### src/rtl/vid_pkg.sv
// Shared definitions for the video timing / test pattern blocks:
// pattern mode encodings, colour constants and the timing-total helper.
package vid_pkg;

    typedef enum logic [2:0] {
        MODE_BARS   = 3'd0,
        MODE_HRAMP  = 3'd1,
        MODE_VRAMP  = 3'd2,
        MODE_CHECK  = 3'd3,
        MODE_SOLID  = 3'd4,
        MODE_MOVBAR = 3'd5
    } mode_e;

    // The encoding order matches the left-to-right colour bar order.
    typedef enum logic [2:0] {
        C_WHITE   = 3'd0,
        C_YELLOW  = 3'd1,
        C_CYAN    = 3'd2,
        C_GREEN   = 3'd3,
        C_MAGENTA = 3'd4,
        C_RED     = 3'd5,
        C_BLUE    = 3'd6,
        C_BLACK   = 3'd7
    } color_e;

    localparam logic [15:0] RGB565_WHITE   = 16'hFFFF;
    localparam logic [15:0] RGB565_RED     = 16'hF800;
    localparam logic [15:0] RGB565_GREEN   = 16'h07E0;
    localparam logic [15:0] RGB565_BLUE    = 16'h001F;
    localparam logic [15:0] RGB565_YELLOW  = RGB565_RED | RGB565_GREEN;
    localparam logic [15:0] RGB565_CYAN    = RGB565_GREEN | RGB565_BLUE;
    localparam logic [15:0] RGB565_MAGENTA = RGB565_RED | RGB565_BLUE;
    localparam logic [15:0] RGB565_BLACK   = 16'h0000;

    localparam logic [23:0] RGB888_WHITE   = 24'hFFFFFF;
    localparam logic [23:0] RGB888_RED     = 24'hFF0000;
    localparam logic [23:0] RGB888_GREEN   = 24'h00FF00;
    localparam logic [23:0] RGB888_BLUE    = 24'h0000FF;
    localparam logic [23:0] RGB888_YELLOW  = RGB888_RED | RGB888_GREEN;
    localparam logic [23:0] RGB888_CYAN    = RGB888_GREEN | RGB888_BLUE;
    localparam logic [23:0] RGB888_MAGENTA = RGB888_RED | RGB888_BLUE;
    localparam logic [23:0] RGB888_BLACK   = 24'h000000;

    function automatic int totals(input int disp, input int fp, input int sync, input int bp);
        return disp + fp + sync + bp;
    endfunction

endpackage

### src/rtl/vid_timing_core.sv
// Horizontal/vertical raster counters with registered sync, DE, x/y and
// frame_start; counters stay parked at (0,0) until en has been high a full cycle.
module vid_timing_core
    import vid_pkg::*;
#(
    parameter int H_DISP   = 1280,
    parameter int H_FP     = 110,
    parameter int H_SYNC   = 40,
    parameter int H_BP     = 220,
    parameter int V_DISP   = 720,
    parameter int V_FP     = 5,
    parameter int V_SYNC   = 5,
    parameter int V_BP     = 20,
    parameter bit SYNC_POL = 1'b1
) (
    input  logic        clk,
    input  logic        rst,
    input  logic        en,
    output logic [11:0] h_cnt,
    output logic [11:0] v_cnt,
    output logic        adv,
    output logic        origin,
    output logic        active,
    output logic        line_wrap,
    output logic        frame_wrap,
    output logic        vs,
    output logic        hs,
    output logic        de,
    output logic [11:0] x,
    output logic [11:0] y,
    output logic        frame_start
);

    localparam int H_TOTAL = totals(H_DISP, H_FP, H_SYNC, H_BP);
    localparam int V_TOTAL = totals(V_DISP, V_FP, V_SYNC, V_BP);

    localparam logic [11:0] H_LAST = 12'(H_TOTAL - 1);
    localparam logic [11:0] V_LAST = 12'(V_TOTAL - 1);
    localparam logic [11:0] H_ACT  = 12'(H_DISP);
    localparam logic [11:0] V_ACT  = 12'(V_DISP);
    localparam logic [11:0] HS_BEG = 12'(H_DISP + H_FP);
    localparam logic [11:0] HS_END = 12'(H_DISP + H_FP + H_SYNC);
    localparam logic [11:0] VS_BEG = 12'(V_DISP + V_FP);
    localparam logic [11:0] VS_END = 12'(V_DISP + V_FP + V_SYNC);

    logic run;
    logic hs_act;
    logic vs_act;

    assign adv        = en & run;
    assign origin     = (h_cnt == 12'd0) && (v_cnt == 12'd0);
    assign active     = (h_cnt < H_ACT) && (v_cnt < V_ACT);
    assign line_wrap  = adv && (h_cnt == H_LAST);
    assign frame_wrap = line_wrap && (v_cnt == V_LAST);
    assign hs_act     = (h_cnt >= HS_BEG) && (h_cnt < HS_END);
    assign vs_act     = (v_cnt >= VS_BEG) && (v_cnt < VS_END);

    // run marks that en was already high last cycle, giving one parked (0,0) cycle.
    // NOTE: state registers use non-blocking assignments so every flop samples
    // pre-edge values; blocking here would chain the updates within one edge.
    always_ff @(posedge clk or posedge rst) begin
        if (rst) begin
            run <= 1'b0;
        end else begin
            run <= en;
        end
    end

    always_ff @(posedge clk or posedge rst) begin
        if (rst) begin
            h_cnt <= '0;
            v_cnt <= '0;
        end else if (!adv) begin
            h_cnt <= '0;
            v_cnt <= '0;
        end else if (h_cnt == H_LAST) begin
            h_cnt <= '0;
            v_cnt <= (v_cnt == V_LAST) ? 12'd0 : v_cnt + 12'd1;
        end else begin
            h_cnt <= h_cnt + 12'd1;
        end
    end

    always_ff @(posedge clk or posedge rst) begin
        if (rst) begin
            vs          <= ~SYNC_POL;
            hs          <= ~SYNC_POL;
            de          <= 1'b0;
            x           <= '0;
            y           <= '0;
            frame_start <= 1'b0;
        end else if (!adv) begin
            vs          <= ~SYNC_POL;
            hs          <= ~SYNC_POL;
            de          <= 1'b0;
            x           <= '0;
            y           <= '0;
            frame_start <= 1'b0;
        end else begin
            vs          <= vs_act ? SYNC_POL : ~SYNC_POL;
            hs          <= hs_act ? SYNC_POL : ~SYNC_POL;
            de          <= active;
            x           <= active ? h_cnt : 12'd0;
            y           <= active ? v_cnt : 12'd0;
            frame_start <= origin;
        end
    end

endmodule

### src/rtl/vid_tpg_timing.sv
// Video timing generator with a frame-synchronous multi-mode test pattern
// source (bars, ramps, checkerboard, solid, moving bar) and a frame counter.
module vid_tpg_timing
    import vid_pkg::*;
#(
    parameter int H_DISP   = 1280,
    parameter int H_FP     = 110,
    parameter int H_SYNC   = 40,
    parameter int H_BP     = 220,
    parameter int V_DISP   = 720,
    parameter int V_FP     = 5,
    parameter int V_SYNC   = 5,
    parameter int V_BP     = 20,
    parameter int DATA_W   = 16,
    parameter bit SYNC_POL = 1'b1,
    parameter int CHK_LOG2 = 5
) (
    input  logic              clk,
    input  logic              rst,
    input  logic              en,
    input  logic [2:0]        mode,
    input  logic [DATA_W-1:0] solid_color,
    output logic              vs,
    output logic              hs,
    output logic              de,
    output logic [DATA_W-1:0] data,
    output logic [11:0]       x,
    output logic [11:0]       y,
    output logic              frame_start,
    output logic [15:0]       frame_cnt
);

    generate
        if (DATA_W != 16 && DATA_W != 24) begin : g_bad_data_w
            $error("vid_tpg_timing: DATA_W must be 16 (RGB565) or 24 (RGB888)");
        end
    endgenerate

    localparam int BAR_W = H_DISP / 8;
    localparam int BPX_W = $clog2(BAR_W + 1);
    localparam logic [BPX_W-1:0] BPX_LAST = BPX_W'(BAR_W - 1);
    localparam logic [11:0] H_ACT    = 12'(H_DISP);
    localparam logic [11:0] POS_LAST = 12'(H_DISP - 1);

    logic [11:0] h_cnt, v_cnt;
    logic        adv, origin, active, line_wrap, frame_wrap;

    vid_timing_core #(
        .H_DISP(H_DISP), .H_FP(H_FP), .H_SYNC(H_SYNC), .H_BP(H_BP),
        .V_DISP(V_DISP), .V_FP(V_FP), .V_SYNC(V_SYNC), .V_BP(V_BP),
        .SYNC_POL(SYNC_POL)
    ) u_core (
        .clk(clk), .rst(rst), .en(en),
        .h_cnt(h_cnt), .v_cnt(v_cnt),
        .adv(adv), .origin(origin), .active(active),
        .line_wrap(line_wrap), .frame_wrap(frame_wrap),
        .vs(vs), .hs(hs), .de(de), .x(x), .y(y),
        .frame_start(frame_start)
    );

    function automatic logic [DATA_W-1:0] rgb(input color_e c);
        logic [15:0] c565;
        logic [23:0] c888;
        case (c)
            C_WHITE:   begin c565 = RGB565_WHITE;   c888 = RGB888_WHITE;   end
            C_YELLOW:  begin c565 = RGB565_YELLOW;  c888 = RGB888_YELLOW;  end
            C_CYAN:    begin c565 = RGB565_CYAN;    c888 = RGB888_CYAN;    end
            C_GREEN:   begin c565 = RGB565_GREEN;   c888 = RGB888_GREEN;   end
            C_MAGENTA: begin c565 = RGB565_MAGENTA; c888 = RGB888_MAGENTA; end
            C_RED:     begin c565 = RGB565_RED;     c888 = RGB888_RED;     end
            C_BLUE:    begin c565 = RGB565_BLUE;    c888 = RGB888_BLUE;    end
            default:   begin c565 = RGB565_BLACK;   c888 = RGB888_BLACK;   end
        endcase
        return (DATA_W == 16) ? DATA_W'(c565) : DATA_W'(c888);
    endfunction

    // Each component takes the MSB-aligned bits of the 8-bit ramp value.
    function automatic logic [DATA_W-1:0] ramp(input logic [7:0] b);
        logic [15:0] r565;
        logic [23:0] r888;
        r565 = {b[7:3], b[7:2], b[7:3]};
        r888 = {b, b, b};
        return (DATA_W == 16) ? DATA_W'(r565) : DATA_W'(r888);
    endfunction

    logic [2:0]        mode_q;
    logic [DATA_W-1:0] solid_q;
    logic [2:0]        eff_mode;
    logic [DATA_W-1:0] eff_solid;

    always_ff @(posedge clk or posedge rst) begin
        if (rst) begin
            mode_q  <= '0;
            solid_q <= '0;
        end else if (en && origin) begin
            mode_q  <= mode;
            solid_q <= solid_color;
        end
    end

    // The first pixel of a frame is computed in the same cycle the latch loads.
    assign eff_mode  = origin ? mode : mode_q;
    assign eff_solid = origin ? solid_color : solid_q;

    logic [BPX_W-1:0] bar_px;
    logic [2:0]       bar_idx;
    logic [11:0]      bar_pos;

    always_ff @(posedge clk or posedge rst) begin
        if (rst) begin
            bar_px  <= '0;
            bar_idx <= '0;
        end else if (!adv || line_wrap) begin
            bar_px  <= '0;
            bar_idx <= '0;
        end else if (h_cnt < H_ACT) begin
            if (bar_px == BPX_LAST) begin
                bar_px <= '0;
                if (bar_idx != 3'd7) bar_idx <= bar_idx + 3'd1;
            end else begin
                bar_px <= bar_px + 1'b1;
            end
        end
    end

    always_ff @(posedge clk or posedge rst) begin
        if (rst) begin
            bar_pos   <= '0;
            frame_cnt <= '0;
        end else if (frame_wrap) begin
            bar_pos   <= (bar_pos == POS_LAST) ? 12'd0 : bar_pos + 12'd1;
            frame_cnt <= frame_cnt + 16'd1;
        end
    end

    logic [11:0]       chk_xy;
    logic              in_bar;
    logic [DATA_W-1:0] pix;

    assign chk_xy = (h_cnt >> CHK_LOG2) ^ (v_cnt >> CHK_LOG2);
    assign in_bar = ({1'b0, h_cnt} >= {1'b0, bar_pos}) &&
                    ({1'b0, h_cnt} <= {1'b0, bar_pos} + 13'd7);

    // NOTE: pix gets a default before the case so no path leaves it unassigned
    // and no latch is inferred.
    always_comb begin
        pix = '0;
        case (mode_e'(eff_mode))
            MODE_BARS:   pix = rgb(color_e'(bar_idx));
            MODE_HRAMP:  pix = ramp(h_cnt[7:0]);
            MODE_VRAMP:  pix = ramp(v_cnt[7:0]);
            MODE_CHECK:  pix = chk_xy[0] ? rgb(C_WHITE) : rgb(C_BLACK);
            MODE_SOLID:  pix = eff_solid;
            MODE_MOVBAR: pix = in_bar ? rgb(C_WHITE) : rgb(C_BLACK);
            default:     pix = rgb(C_BLACK);
        endcase
    end

    always_ff @(posedge clk or posedge rst) begin
        if (rst) begin
            data <= '0;
        end else if (!adv) begin
            data <= '0;
        end else begin
            data <= active ? pix : '0;
        end
    end

endmodule

### config.mk
export PLATFORM = sky130hd
export DESIGN_NAME = vid_tpg_timing
export DESIGN_NICKNAME = d
export VERILOG_FILES = /design/src/rtl/vid_pkg.sv /design/src/rtl/vid_timing_core.sv /design/src/rtl/vid_tpg_timing.sv
export SDC_FILE = /design/constraint.sdc
export NUM_CORES = 1
export LEC_CHECK = 0
export BUFFER_PORTS_ARGS = -buffer_cell sky130_fd_sc_hd__buf_2
export CAP_MARGIN = 20
export CORE_MARGIN = 4
export CORE_UTILIZATION = 53
export CTS_CLUSTER_DIAMETER = 120
export DETAILED_ROUTE_END_ITERATION = 16
export PLACE_DENSITY = 0.87
export SLEW_MARGIN = 20
export SYNTH_ARGS = -nofsm -noshare
export SYNTH_HDL_FRONTEND = slang
export SYNTH_SLANG_ARGS = --single-unit
### constraint.sdc
create_clock -name clk -period 3.6 [get_ports clk]
set_input_delay 0.18 -clock clk [delete_from_list [all_inputs] [get_ports clk]]
set_output_delay 0.18 -clock clk [all_outputs]
set_load 0.02 [all_outputs]
==> impl_metrics.tcl <==
set metrics [dict create \
    worstPathRequired_ps 3910 \
    internal-power_uw 2696 \
    dpl.hpwl_mm 11.35 \
    final_util_pct 63.71 \
    worst_slack_ps 212.4 \
    synthArstFlopShare_pct 100.0 \
    final_common_cell "dfrtp_1" \
    num_rows 41 \
    antenna_left 0 \
    syn_inst 676 \
    grt_usage_pct 23.24 \
    clockRootBuffer "clkbuf_16" \
    final_cell_mix "dfrtp_1, buf_2, nor2_1" \
    die_width_um 123.3 \
    first_global_vias 5536 \
    vdd_drop_max_uv 357.3 \
    layout_min_cycle_time_ps 3388 \
    vias 5686 \
    startpoint_type "flop" \
    ios 82 \
    vias_per_cell 6.062 \
    seq_area_um2 3178 \
    ctsHtreeMaxLevel 4 \
    synth_edf_count 0 \
    synthTopCellsByArea "dfrtp_1, ha_1, mux2_2, xnor2_1, nor2_1" \
    tightest_slew_ps 874.3 \
    max_freq_mhz 295.2 \
    clkSinkCount 127 \
    nets 817 \
    cp_max_fo 16 \
    synth_seq_cells 127 \
    antenna_found_initial 0 \
    grt.overflow.total 0 \
    multi_input_area_um2 3566 \
    clk_pin_slew_worst_paths_ps 60 \
    io_buffers 81 \
    fin_worst_skew_ps 8.863 \
    hold_path_class "input pin to flop" \
    drc 0 \
    num_antenna_cells 0 \
    hold_viol_final 0 \
    worstPathArrival_ps 3700 \
    fin_crit_sh_pct 94.10 \
    ys_seq_area_share_pct 45.12 \
    setup_viol 0 \
    seqPwrFrac_pct 43.3 \
    yosysTopAreaCellShare_pct 45.12 \
    yosys_warnings 0 \
    power_density_nw_per_um2 425.1 \
    yosysTopAreaCell "dfrtp_1" \
    switchingPower_uw 777.9 \
    die_area_um2 15200 \
    p_leak_uw 0.003886 \
    maxCapViolCount 0 \
    initialDrtViolationCount 767 \
    swShare_pct 22.39 \
    path_class "flop to flop" \
    dr.pass1.iters 8 \
    core-area_um2 12820 \
    drive_above_1_share_pct 24.93 \
    fillers 926 \
    start_util_pct 54.93 \
    drv_slew 0 \
    maxSlewHeadroom_pct 40.56 \
    wl_per_cell_um 18.22 \
    yosys.cell_types.count 67 \
    worstSetupEndpointType "flop" \
    total_power_uw 3474 \
    worst_skew_pair.late_latency_ps 420 \
    grt_max_degree 128 \
    avgSynthCellArea_um2 10.42 \
    pre_cts_ws_ps 310.4 \
    combPwrFrac_pct 7.3 \
    area_delta_synth_final_pct 15.99 \
    clockBufferDepth 2 \
    die_h_um 123.3 \
    routabilityCongestion 0.9071 \
    wirelength_mm 17.09 \
    clkPwrFrac_pct 49.4 \
    cts_buffers 17 \
    grt_pass1_wl_mm 27.61 \
    post_cts_buffers 0 \
    ys_dominant_reg_cell "dfrtp_1" \
    tritoncts "yes" \
    netlist_area_um2 7044 \
    hold_ws_ps 8.007 \
    outcome "finished clean" \
]
-- cells in the mapped netlist (4+ instances only) --
library cell,instances
clkbuf_8,4
nand2_1,52
xnor2_1,29
a222oi_1,16
and3_1,8
nor4_1,5
a31oi_1,21
nor2_2,7
clkbuf_1,15
nand4_1,14
mux2i_1,5
a21oi_1,19
and2_1,24
buf_2,10
ha_1,41
inv_1,28
xor2_1,18
nor2_1,53
dfrtp_1,127
o21ai_0,22
nand3_1,30
mux2_2,38
nor3_1,14
-- cell type report --
class | count | share of cell area (%)
tap | 172 | 2.634
clock inverter | 6 | 1.317
sequential | 127 | 38.90
inverter | 28 | 1.317
multi-input combinational | 486 | 43.64
clock buffer | 25 | 5.819
timing repair buffer | 94 | 6.371
-- power groups by stage --
stage	combinational, µW	sequential, µW	clock [µW]
global route	274	1510	1790
CTS	245	1500	1720
detailed placement	239	1530	0
finish	253	1500	1720
global placement	229	1520	0
floorplan	157	1530	0
-- stage by stage --
stage | std cells | area (µm²) | TNS (ps)
final | 938 | 8170 | 0
after global routing | 938 | 8170 | -3.144
after CTS | 938 | 8143 | 0
after detailed placement | 905 | 7540 | 0
after global placement | 905 | 7536 | 0
after floorplan | 678 | 7052 | 0
-- worst paths after layout --
kind                            startpoint              end  slack, ps  cells past startpoint
setup reg to reg           u_core.h_cnt[1]          data[4]        210                      8
hold / removal              solid_color[5]       solid_q[5]          8                      2
max in group asynchronous              rst  u_core.v_cnt[1]       2610                      4
hold reg to reg              frame_cnt[15]    frame_cnt[15]        480                      1
setup / recovery           u_core.h_cnt[1]          data[4]        210                      8
min in group asynchronous              rst       solid_q[1]        490                      4
-- metal layers --
layer / up-vias / GRT usage (%) / wire (µm)
met5: - / 0 / 0
met4: 0 / 11.00 / 669
met3: 78 / 4.758 / 1446
met2: 324 / 38.12 / 8062
met1: 2723 / 29.53 / 6914
li1: 2561 / - / -
-- worst max-delay path: stages, from the launching register on --
cell      delay [ps]
dfrtp_1          490
inv_1            150
ha_1             190
nor3b_1          240
and4_1           240
nor2b_2          510
mux2i_2          820
a222oi_1         300
a31oi_1          350
-- registers in the layout, indices dropped and copies added (netlist names), 3 cells and up --
signal        cells
solid_q          16
u_core.y         12
u_core.x         12
bar_pos          12
u_core.h_cnt     12
u_core.v_cnt     12
bar_px            8
data             16
mode_q            3
frame_cnt        16
bar_idx           3
-- cell families (layout without fill, tap and decap cells) --
logic type / Yosys count / after routing / synth area share, %
fa+ha+maj: 41 / 41 / 7.282
compound gates: 104 / 104 / 10.20
buf+inv: 65 / 153 / 4.849
other cells: 1 / 3 / 0.05323
mux: 43 / 43 / 6.785
flops: 127 / 127 / 45.12
xor+xnor: 48 / 48 / 6.075
simple gates: 247 / 247 / 19.64
-- repair_timing --
action / CTS / global route
hold buffers: 2 / 0
resized for setup: 0 / 2
endpoints found under the setup margin: 0 / 2
endpoints found under the hold margin: 128 / 0
Power figures use the tool's default switching activity.
